## config.mk

```make
export PLATFORM = sky130hd
export DESIGN_NAME = ks_loop_filter_flat
export DESIGN_NICKNAME = d
export VERILOG_FILES = /design/src/rtl/ks_pkg.sv /design/src/rtl/ks_loop_filter_if.sv /design/src/rtl/ks_round_sat.sv /design/src/rtl/ks_loop_filter.sv /design/src/flat_wrapper.sv
export SDC_FILE = /design/constraint.sdc
export NUM_CORES = 2
export LEC_CHECK = 0
export CORE_ASPECT_RATIO = 0.9
export CORE_MARGIN = 2
export CORE_UTILIZATION = 60
export DETAILED_ROUTE_END_ITERATION = 6
export PLACE_DENSITY = 0.78
export SLEW_MARGIN = 0
export SYNTH_ARGS = -nofsm -noshare
export SYNTH_HDL_FRONTEND = slang
export SYNTH_SLANG_ARGS = --single-unit
```

## constraint.sdc

```tcl
create_clock -name clk -period 15.6 [get_ports clk]
set_input_delay 4.68 -clock clk [delete_from_list [all_inputs] [get_ports clk]]
set_output_delay 4.68 -clock clk [all_outputs]
set_load 0.1 [all_outputs]
```

## src/rtl/ks_pkg.sv

```systemverilog
// Shared Karplus-Strong definitions: sample/gain widths, the Q1.16 unity gain
// and the rounding constant. Used by the delay line, the noise source and the
// loop filter.
package ks_pkg;

  localparam int unsigned SAMPLE_W    = 32;
  localparam int unsigned GAIN_W      = 17;
  localparam int unsigned GAIN_FRAC_W = 16;

  localparam logic [16:0] GAIN_ONE   = 17'h10000;
  localparam logic [15:0] ROUND_HALF = 16'h8000;

  typedef logic signed [SAMPLE_W-1:0] sample_t;
  typedef logic        [GAIN_W-1:0]   gain_t;

endpackage

```

## src/rtl/ks_loop_filter_if.sv

```systemverilog
// Sample-stream bundle between the delay line (master) and the loop filter
// (slave).
//   en         sample enable, din consumed when high
//   flush      one-cycle pluck-start pulse, clears history and pipeline
//   mode       0 = two-tap average, 1 = passthrough
//   decay      Q1.16 decay gain, clamped to 1.0 by the filter
//   din        signed sample from the delay line
//   dout       signed feedback sample, holds between strobes
//   dout_valid one-cycle strobe when dout updates
interface ks_loop_filter_if #(
  parameter int unsigned DATA_W = 32,
  parameter int unsigned GAIN_W = 17
) ();

  logic                     en;
  logic                     flush;
  logic                     mode;
  logic        [GAIN_W-1:0] decay;
  logic signed [DATA_W-1:0] din;
  logic signed [DATA_W-1:0] dout;
  logic                     dout_valid;

  modport master (
    output en, flush, mode, decay, din,
    input  dout, dout_valid
  );

  modport slave (
    input  en, flush, mode, decay, din,
    output dout, dout_valid
  );

endinterface

```

## src/rtl/ks_round_sat.sv

```systemverilog
// Round-half-up right shift followed by saturation to a narrower signed width.
//   din  signed fixed-point value, SHIFT fractional bits
//   dout rounded, saturated integer result
//   sat  high when din did not fit and dout was clamped
module ks_round_sat
  import ks_pkg::*;
#(
  parameter int unsigned IN_W  = 50,
  parameter int unsigned OUT_W = 32,
  parameter int unsigned SHIFT = GAIN_FRAC_W
) (
  input  logic signed [IN_W-1:0]  din,
  output logic signed [OUT_W-1:0] dout,
  output logic                    sat
);

  // One guard bit so adding the half-LSB can never wrap.
  localparam int unsigned BW = IN_W + 1;
  localparam logic signed [BW-1:0] Half = {{(BW - SHIFT){1'b0}}, 1'b1, {(SHIFT - 1){1'b0}}};

  logic signed [BW-1:0] biased;
  logic signed [BW-1:0] shifted;
  logic                 upper_ones;
  logic                 upper_zeros;

  always_comb begin
    biased      = {din[IN_W-1], din} + Half;
    shifted     = biased >>> SHIFT;
    // Result fits when every bit from the output sign bit upward agrees.
    upper_ones  = &shifted[BW-1:OUT_W-1];
    upper_zeros = ~|shifted[BW-1:OUT_W-1];
    sat         = ~(upper_ones | upper_zeros);
    if (!sat) begin
      dout = shifted[OUT_W-1:0];
    end else if (shifted[BW-1]) begin
      dout = {1'b1, {(OUT_W - 1){1'b0}}};
    end else begin
      dout = {1'b0, {(OUT_W - 1){1'b1}}};
    end
  end

endmodule

```

## src/rtl/ks_loop_filter.sv

```systemverilog
// Karplus-Strong loop filter: two-tap average (or passthrough) followed by a
// Q1.16 decay gain, producing the feedback sample written back into the delay
// line. Fixed 3-cycle pipeline qualified by en, cleared by flush.
//   clk   rising-edge clock
//   reset synchronous active-high reset
//   bus   sample stream (slave side): en/flush/mode/decay/din in,
//         dout/dout_valid out
module ks_loop_filter #(
  parameter int unsigned DATA_W = ks_pkg::SAMPLE_W,
  parameter int unsigned GAIN_W = ks_pkg::GAIN_W
) (
  input logic             clk,
  input logic             reset,
  ks_loop_filter_if.slave bus
);

  import ks_pkg::*;

  localparam int unsigned SumW  = DATA_W + 1;
  localparam int unsigned ProdW = DATA_W + GAIN_W + 1;
  localparam logic [GAIN_W-1:0] GainMax = GAIN_W'(GAIN_ONE);

  logic                     accept;
  logic signed [DATA_W-1:0] x_prev_q;
  logic signed [SumW-1:0]   s1_sum_d;
  logic signed [SumW-1:0]   s1_sum_q;
  logic                     v1_q;
  logic signed [SumW-1:0]   avg_w;
  logic        [GAIN_W-1:0] gain;
  logic signed [ProdW-1:0]  avg_ext;
  logic signed [ProdW-1:0]  gain_ext;
  logic signed [ProdW-1:0]  prod_d;
  logic signed [ProdW-1:0]  prod_q;
  logic                     v2_q;
  logic signed [DATA_W-1:0] r;
  logic                     sat;
  logic                     sat_hit;
  logic signed [DATA_W-1:0] dout_q;
  logic                     dout_valid_q;

  always_comb begin
    // Flush takes priority over a simultaneous enable; that sample is dropped.
    accept = bus.en & ~bus.flush;

    // Stage 1: passthrough doubles din so the common >>>1 restores it.
    if (bus.mode) begin
      s1_sum_d = {bus.din, 1'b0};
    end else begin
      s1_sum_d = {bus.din[DATA_W-1], bus.din} + {x_prev_q[DATA_W-1], x_prev_q};
    end

    // Stage 2: floor-halve, clamp gain to 1.0, signed multiply.
    // The halved sum always fits DATA_W bits; keeping the extra sign bit is harmless.
    avg_w    = s1_sum_q >>> 1;
    gain     = (bus.decay > GainMax) ? GainMax : bus.decay;
    avg_ext  = {{(ProdW - SumW){avg_w[SumW-1]}}, avg_w};
    gain_ext = {{(ProdW - GAIN_W){1'b0}}, gain};
    prod_d   = avg_ext * gain_ext;
  end

  ks_round_sat #(
    .IN_W (ProdW),
    .OUT_W(DATA_W),
    .SHIFT(GAIN_FRAC_W)
  ) u_round_sat (
    .din (prod_q),
    .dout(r),
    .sat (sat)
  );

  // Only meaningful for a live sample; legal inputs never saturate.
  assign sat_hit = sat & v2_q;

  always_ff @(posedge clk) begin
    if (reset) begin
      x_prev_q     <= '0;
      s1_sum_q     <= '0;
      v1_q         <= 1'b0;
      prod_q       <= '0;
      v2_q         <= 1'b0;
      dout_q       <= '0;
      dout_valid_q <= 1'b0;
    end else begin
      v1_q         <= accept;
      v2_q         <= v1_q & ~bus.flush;
      dout_valid_q <= v2_q;

      if (bus.flush) begin
        x_prev_q <= '0;
      end else if (accept) begin
        x_prev_q <= bus.din;
      end

      if (accept) begin
        s1_sum_q <= s1_sum_d;
      end
      if (v1_q) begin
        prod_q <= prod_d;
      end
      // dout is deliberately left alone by flush so the delay line keeps a value.
      if (v2_q) begin
        dout_q <= r;
      end
    end
  end

  assign bus.dout       = dout_q;
  assign bus.dout_valid = dout_valid_q;

endmodule
```

## src/flat_wrapper.sv

```systemverilog
// flat-port wrapper written by rule: the top's interface ports become plain ports
module ks_loop_filter_flat import ks_pkg::*;
#(
  parameter int unsigned DATA_W = ks_pkg::SAMPLE_W,
  parameter int unsigned GAIN_W = ks_pkg::GAIN_W
)
  (clk, reset, bus_en, bus_flush, bus_mode, bus_decay, bus_din, bus_dout, bus_dout_valid);
  ks_loop_filter_if #(.DATA_W(DATA_W), .GAIN_W(GAIN_W)) bus_i ();
  input logic clk;
  input logic reset;
  input wire logic [$bits(bus_i.en)-1:0] bus_en;
  input wire logic [$bits(bus_i.flush)-1:0] bus_flush;
  input wire logic [$bits(bus_i.mode)-1:0] bus_mode;
  input wire logic [$bits(bus_i.decay)-1:0] bus_decay;
  input wire logic [$bits(bus_i.din)-1:0] bus_din;
  output wire logic [$bits(bus_i.dout)-1:0] bus_dout;
  output wire logic [$bits(bus_i.dout_valid)-1:0] bus_dout_valid;
  assign bus_i.en = bus_en;
  assign bus_i.flush = bus_flush;
  assign bus_i.mode = bus_mode;
  assign bus_i.decay = bus_decay;
  assign bus_i.din = bus_din;
  assign bus_dout = bus_i.dout;
  assign bus_dout_valid = bus_i.dout_valid;
  ks_loop_filter #(.DATA_W(DATA_W), .GAIN_W(GAIN_W)) u_core (.clk(clk), .reset(reset), .bus(bus_i));
endmodule
```

After elaboration in Yosys (flattened, before gate mapping)
Index checks and enable logic that the tools add are counted.
{"block": "classes", "add_sub_neg": 2, "mul": 1, "n_lt_le_gt_ge": 1, "muxes": 4, "bitwise_logic": 4, "reduce_logical": 4}
{"operator": "$mux 32", "n": 2}
{"operator": "$add 50x17->51 const B", "n": 1}
{"operator": "$mul 32x18->50", "n": 1}
{"operator": "$add 32x32->33", "n": 1}
{"operator": "$mux 33", "n": 1}
{"operator": "$gt 17x17->1 const B", "n": 1}
{"operator": "$mux 17", "n": 1}
{"operator": "$reduce_and 4->1", "n": 1}
{"operator": "$reduce_or 4->1", "n": 1}
{"operator": "$and 1x1->1", "n": 2}
{"operator": "$reduce_or 2->1", "n": 1}
{"operator": "$logic_not 1->1", "n": 1}
{"operator": "$not 1->1", "n": 1}
{"operator": "$or 1x1->1", "n": 1}
{"block": "totals", "regBits": 150, "input_bits": 54}

Logic depth before layout (Yosys ltp)
{"block": "logic_depth", "depth_word": 5, "ltp_mapped": 28, "mapped_depth_nobuf": 27}

Cells and area by module
From an unflattened synthesis, not the netlist that was laid out.
{"block": "unflattened", "hier_cells": 3169, "area_unflattened_um2": 27822.9}
{"module": "ks_loop_filter", "instances": 1, "cells_per_inst": 2990, "area_per_inst_um2": 26598.0, "seq_area_each_um2": 2982.9}
{"module": "ks_round_sat", "instances": 1, "cells_per_inst": 179, "area_per_inst_um2": 1224.9, "seq_area_each_um2": 0.0}

Worst setup path after synthesis
Ideal clock, no wire load.
{"block": "synth_timing", "path_type": "in2reg", "from": "input port bus_decay[13]", "to": "register u_core.prod_q[47]", "setup_ns": 0.122, "t_arrival_ns": 11.260, "slack_ns": 4.218, "cell_stages": 25, "n_path_buf": 2, "cell_sequence": "nor4_1 a41oi_1 nor2b_1 clkbuf_1 nand2_1 fa_1 inv_1 fa_1 fa_1 fa_1 fa_1 inv_1 fa_1 inv_1 ha_1 buf_6 and2_4 nand4_4 or4b_4 o31ai_2 a2111oi_4 o31ai_4 a21oi_1 and4_1 a311o_1"}
{"block": "synth_between", "elab_chain_cells": 3}
{"item": "start, declared", "line_no": "flat_wrapper.sv:14", "rtl": "input wire logic [$bits(bus_i.decay)-1:0] bus_decay;"}
{"item": "$gt 17x17->1", "line_no": "ks_loop_filter.sv:55", "rtl": "gain = (bus.decay > GainMax) ? GainMax : bus.decay;"}
{"item": "$mux 17 *", "line_no": "ks_loop_filter.sv:55"}
{"item": "$mul 32x18->50 *", "line_no": "ks_loop_filter.sv:58", "rtl": "prod_d = avg_ext * gain_ext;"}
{"item": "end signal, assigned", "line_no": "ks_loop_filter.sv:98", "rtl": "prod_q <= prod_d;"}
{"item": "end, declared", "line_no": "ks_loop_filter.sv:33", "rtl": "logic signed [ProdW-1:0] prod_q;"}
Every way passes the cells marked *; elsewhere a longest branch is shown, timed or not.
A chain may end at the register's enable or synchronous reset.

Worst setup path after layout
{"block": "layout_timing", "from": "input port bus_decay[9]", "to": "register u_core.prod_q[28]"}
The elaborated chain is that of the path after synthesis.

==> reports/qor.yml <==
status:
  outcome: "finished, final reports clean"
detailed_routing:
  wl_per_cell_um: 19.8
  dr.pass1.iters: 6
  drt_iter0_markers: 1714
  drc: 0
  drt_wl_total_um: 70400
  vias: 20600
  avgViaCountPerCell: 5.80
  ant_nets: 0
yosys:
  synth_fa_ha_area_share_pct: 46.5
  synth_top_area_share_pct: 39.5
  synth-xor-area-share_pct: 2.66
  ys.flop_type: "dfxtp_1"
  syn_nets: 3720
  ys_top_cells_by_area: "fa_1 (40%), dfxtp_1 (10%), and2_1 (9.0%), inv_1 (8.8%), ha_1 (7.0%)"
  synth-seq-area-share_pct: 10.2
  syn_inst: 2999
  synth_area_leader_cell: "fa_1"
  synth-simple-area-share_pct: 19.2
  ys_ff_latch: 134
  synth_mux_area_share_pct: 2.01
  async_flop_share_pct: 0
  synth_compound_area_share_pct: 8.54
  synth_top_family_by_area: "adder cells"
  yosys_warnings: 0
  syn_avg_cell_area_um2: 8.78
  synth_cell_types: 75
  synth_edf_count: 0
  netlist_area_mm2: 0.0263
worst_setup_path:
  worstPathMaxFanout: 32
  crit_slowest_cell: "nor2b_4"
  crit_path_end_kind: "flop"
  critPathMaxStageDelay_ns: 0.90
  crit_top_cell: "fa_1"
  crit_type: "input port to flop"
  worstPathRequired_ns: 15.90
  worst_setup_path_start_kind: "input port"
  crit_family: "adder cells"
  crit_chain: "clkdlybuf4s50_1 > nor4_1 > a41oi_1 > buf_4 > nor2b_4 > nand2_1 > fa_1 > inv_1 > fa_1 > fa_1 > fa_1 > fa_1 > inv_1 > fa_1 > inv_1 > ha_1 > and3_1 > nand4_1 > o311ai_1 > a21oi_1 > o21bai_1 > a21oi_1 > xnor2_1 > o22ai_1"
  reg2reg_slack_ns: 8.29
  arrival_ns: 13.11
  critical_path_buf_inv_count: 5
placed_design:
  dp_slack_ns: 2.42
  place.gp.congestion: 0.979
  dp_hpwl_um: 55200
  port_buffers: 86
clock_tree:
  clk_latency_ns: 0.44
  post-cts-setup-buffers: 0
  clockRootBuffer: "clkbuf_16"
  post_cts_resized: 0
  cts_tree: "done"
  cts_max_level: 4
  clock-sinks: 134
  cts_hold_buf: 0
  cts-buffers-inserted: 17
  path_clk_slew_ns: 0.06
  clock_path_buffers: 2
power:
  vdd_ir_drop_max_v: 0.0000763
  p_switching_mw: 0.828
  cellInternalPower_mw: 0.940
  seq_power_share_pct: 23.5
  swShare_pct: 46.8
  power_frac_comb_pct: 55.4
  cellLeakagePower_nw: 13.8
  pwr-share-clk_pct: 21.2
  powerDensity_mw_per_mm2: 62.9
sta:
  maxSlewHeadroom_pct: 22.6
  setup_ws_ns: 2.79
  tns_ns: 0
  finalSetupViolCount: 0
  tightest_slew_ns: 1.16
  hold_viol_final: 0
  final.period_utilization_pct: 82.1
  rsz0062_at_grt: "no"
  max_freq_mhz: 78.0
  maxSlewViolCount: 0
  finClkSkew_ns: 0.0115
  fin_crit_ns: 12.81
global_routing:
  grt_usage_pct: 32.7
  grt_pass1_wl_um: 117000
  grt_pass1_vias: 22400
  antenna_found_initial: 0
  grt_max_degree: 70
  grt_overflow_total: 0
die:
  row_count: 72
  die_area_mm2: 0.0456
  core-area_mm2: 0.0432
  ioPinCount: 87
  fp.dieH_um: 203
  fp.dieW_um: 225
  initial_core_util_pct: 61.0
final_layout:
  layout_common_cells: "inv_1 (616), fa_1 (520), and2_1 (377)"
  fillCellCount: 3513
  area_delta_synth_final_pct: 6.81
  final_common_cell: "inv_1"
  n_antenna_cell: 0
  layout-drive-gt1-share_pct: 2.90
  fin_nets: 3708
  seqCellArea_mm2: 0.00268
  multi_input_area_mm2: 0.0208
job:
  drv_cap: 0
hold_path:
  hold_path_class: "flop to flop"
-- final cells by class --
cell class | count | share of cell area, %
Multi-Input combinational cell | 2106 | 74.1
Sequential cell | 134 | 9.54
Inverter | 616 | 8.22
Timing Repair Buffer | 112 | 3.79
Tap cell | 555 | 2.47
Clock buffer | 19 | 1.57
Clock inverter | 13 | 0.351
-- cell usage after synthesis (20+ instances only) --
cell type,count
dfxtp_1,134
xnor2_1,47
nor2_1,109
fa_1,520
clkbuf_1,127
o211ai_1,34
xor2_1,33
nand2_1,291
nand3_1,43
mux2i_1,53
ha_1,147
inv_1,616
o21ai_0,54
nand4_1,22
and2_1,377
a21oi_1,91
a21o_1,34
nor2b_1,23
nor3_1,24
and3_1,20
-- power groups by stage --
stage | sequential, mW | combinational (mW) | clock (mW)
detailed placement | 0.419 | 0.958 | 0
global route | 0.416 | 1.09 | 0.392
finish | 0.415 | 0.979 | 0.374
global placement | 0.418 | 0.932 | 0
floorplan | 0.391 | 0.695 | 0
CTS | 0.412 | 0.962 | 0.378
-- cells by family after synthesis --
| logic type | count (synthesis) |
|---|---|
| muxes | 53 |
| DFF | 134 |
| xor gates and xnor gates | 80 |
| adders and majority gates | 667 |
| and+or+nand+nor | 970 |
| buffers and inverters | 759 |
| AOI/OAI and AO/OA | 336 |
-- tightest hold or removal path, stage by stage, from the launching register on --
cell and delay [ns]:
dfxtp_1 0.31, nand2_1 0.05, o21ai_1 0.05
-- state kept, by name, indices dropped and copies added, names as in the netlist --
signal and cells:
u_core.bus.dout_valid 1, u_core.v1_q 1, u_core.s1_sum_q 32, u_core.prod_q 35
u_core.bus.dout 32, u_core.x_prev_q 32, u_core.v2_q 1
-- metrics by stage --
| step | instance area (µm²) | instances | utilization (%) | hold WS [ns] | power [mW] |
|---|---|---|---|---|---|
| 6_report | 28100 | 3555 | 65.2 | 0.449 | 1.77 |
| 4_1_cts | 28100 | 3554 | 65.1 | 0.450 | 1.75 |
| 2_1_floorplan | 26300 | 2999 | - | 0.458 | 1.09 |
| 5_1_grt | 28100 | 3555 | 65.2 | 0.480 | 1.90 |
| 3_3_place_gp | 27600 | 3522 | 63.8 | 0.450 | 1.35 |
| 3_5_place_dp | 27600 | 3522 | 63.8 | 0.441 | 1.38 |
-- worst paths after layout --
path,startpoint,cells past startpoint,endpoint
setup / recovery,bus_decay[9],24,u_core.prod_q[28]
hold / removal,u_core.bus.dout[0],2,u_core.bus.dout[0]
setup reg to reg,u_core.s1_sum_q[10],20,u_core.prod_q[28]
hold reg to reg,u_core.bus.dout[0],2,u_core.bus.dout[0]
-- per-layer routing --
metal	vias to the layer above	track usage (%)	share of wire [%]
li1	9178	-	-
met1	10400	44.9	42
met2	850	53.8	47
met3	159	5.04	7.3
met4	0	10.3	3.0
met5	-	0	0
Power figures use the tool's default switching activity.
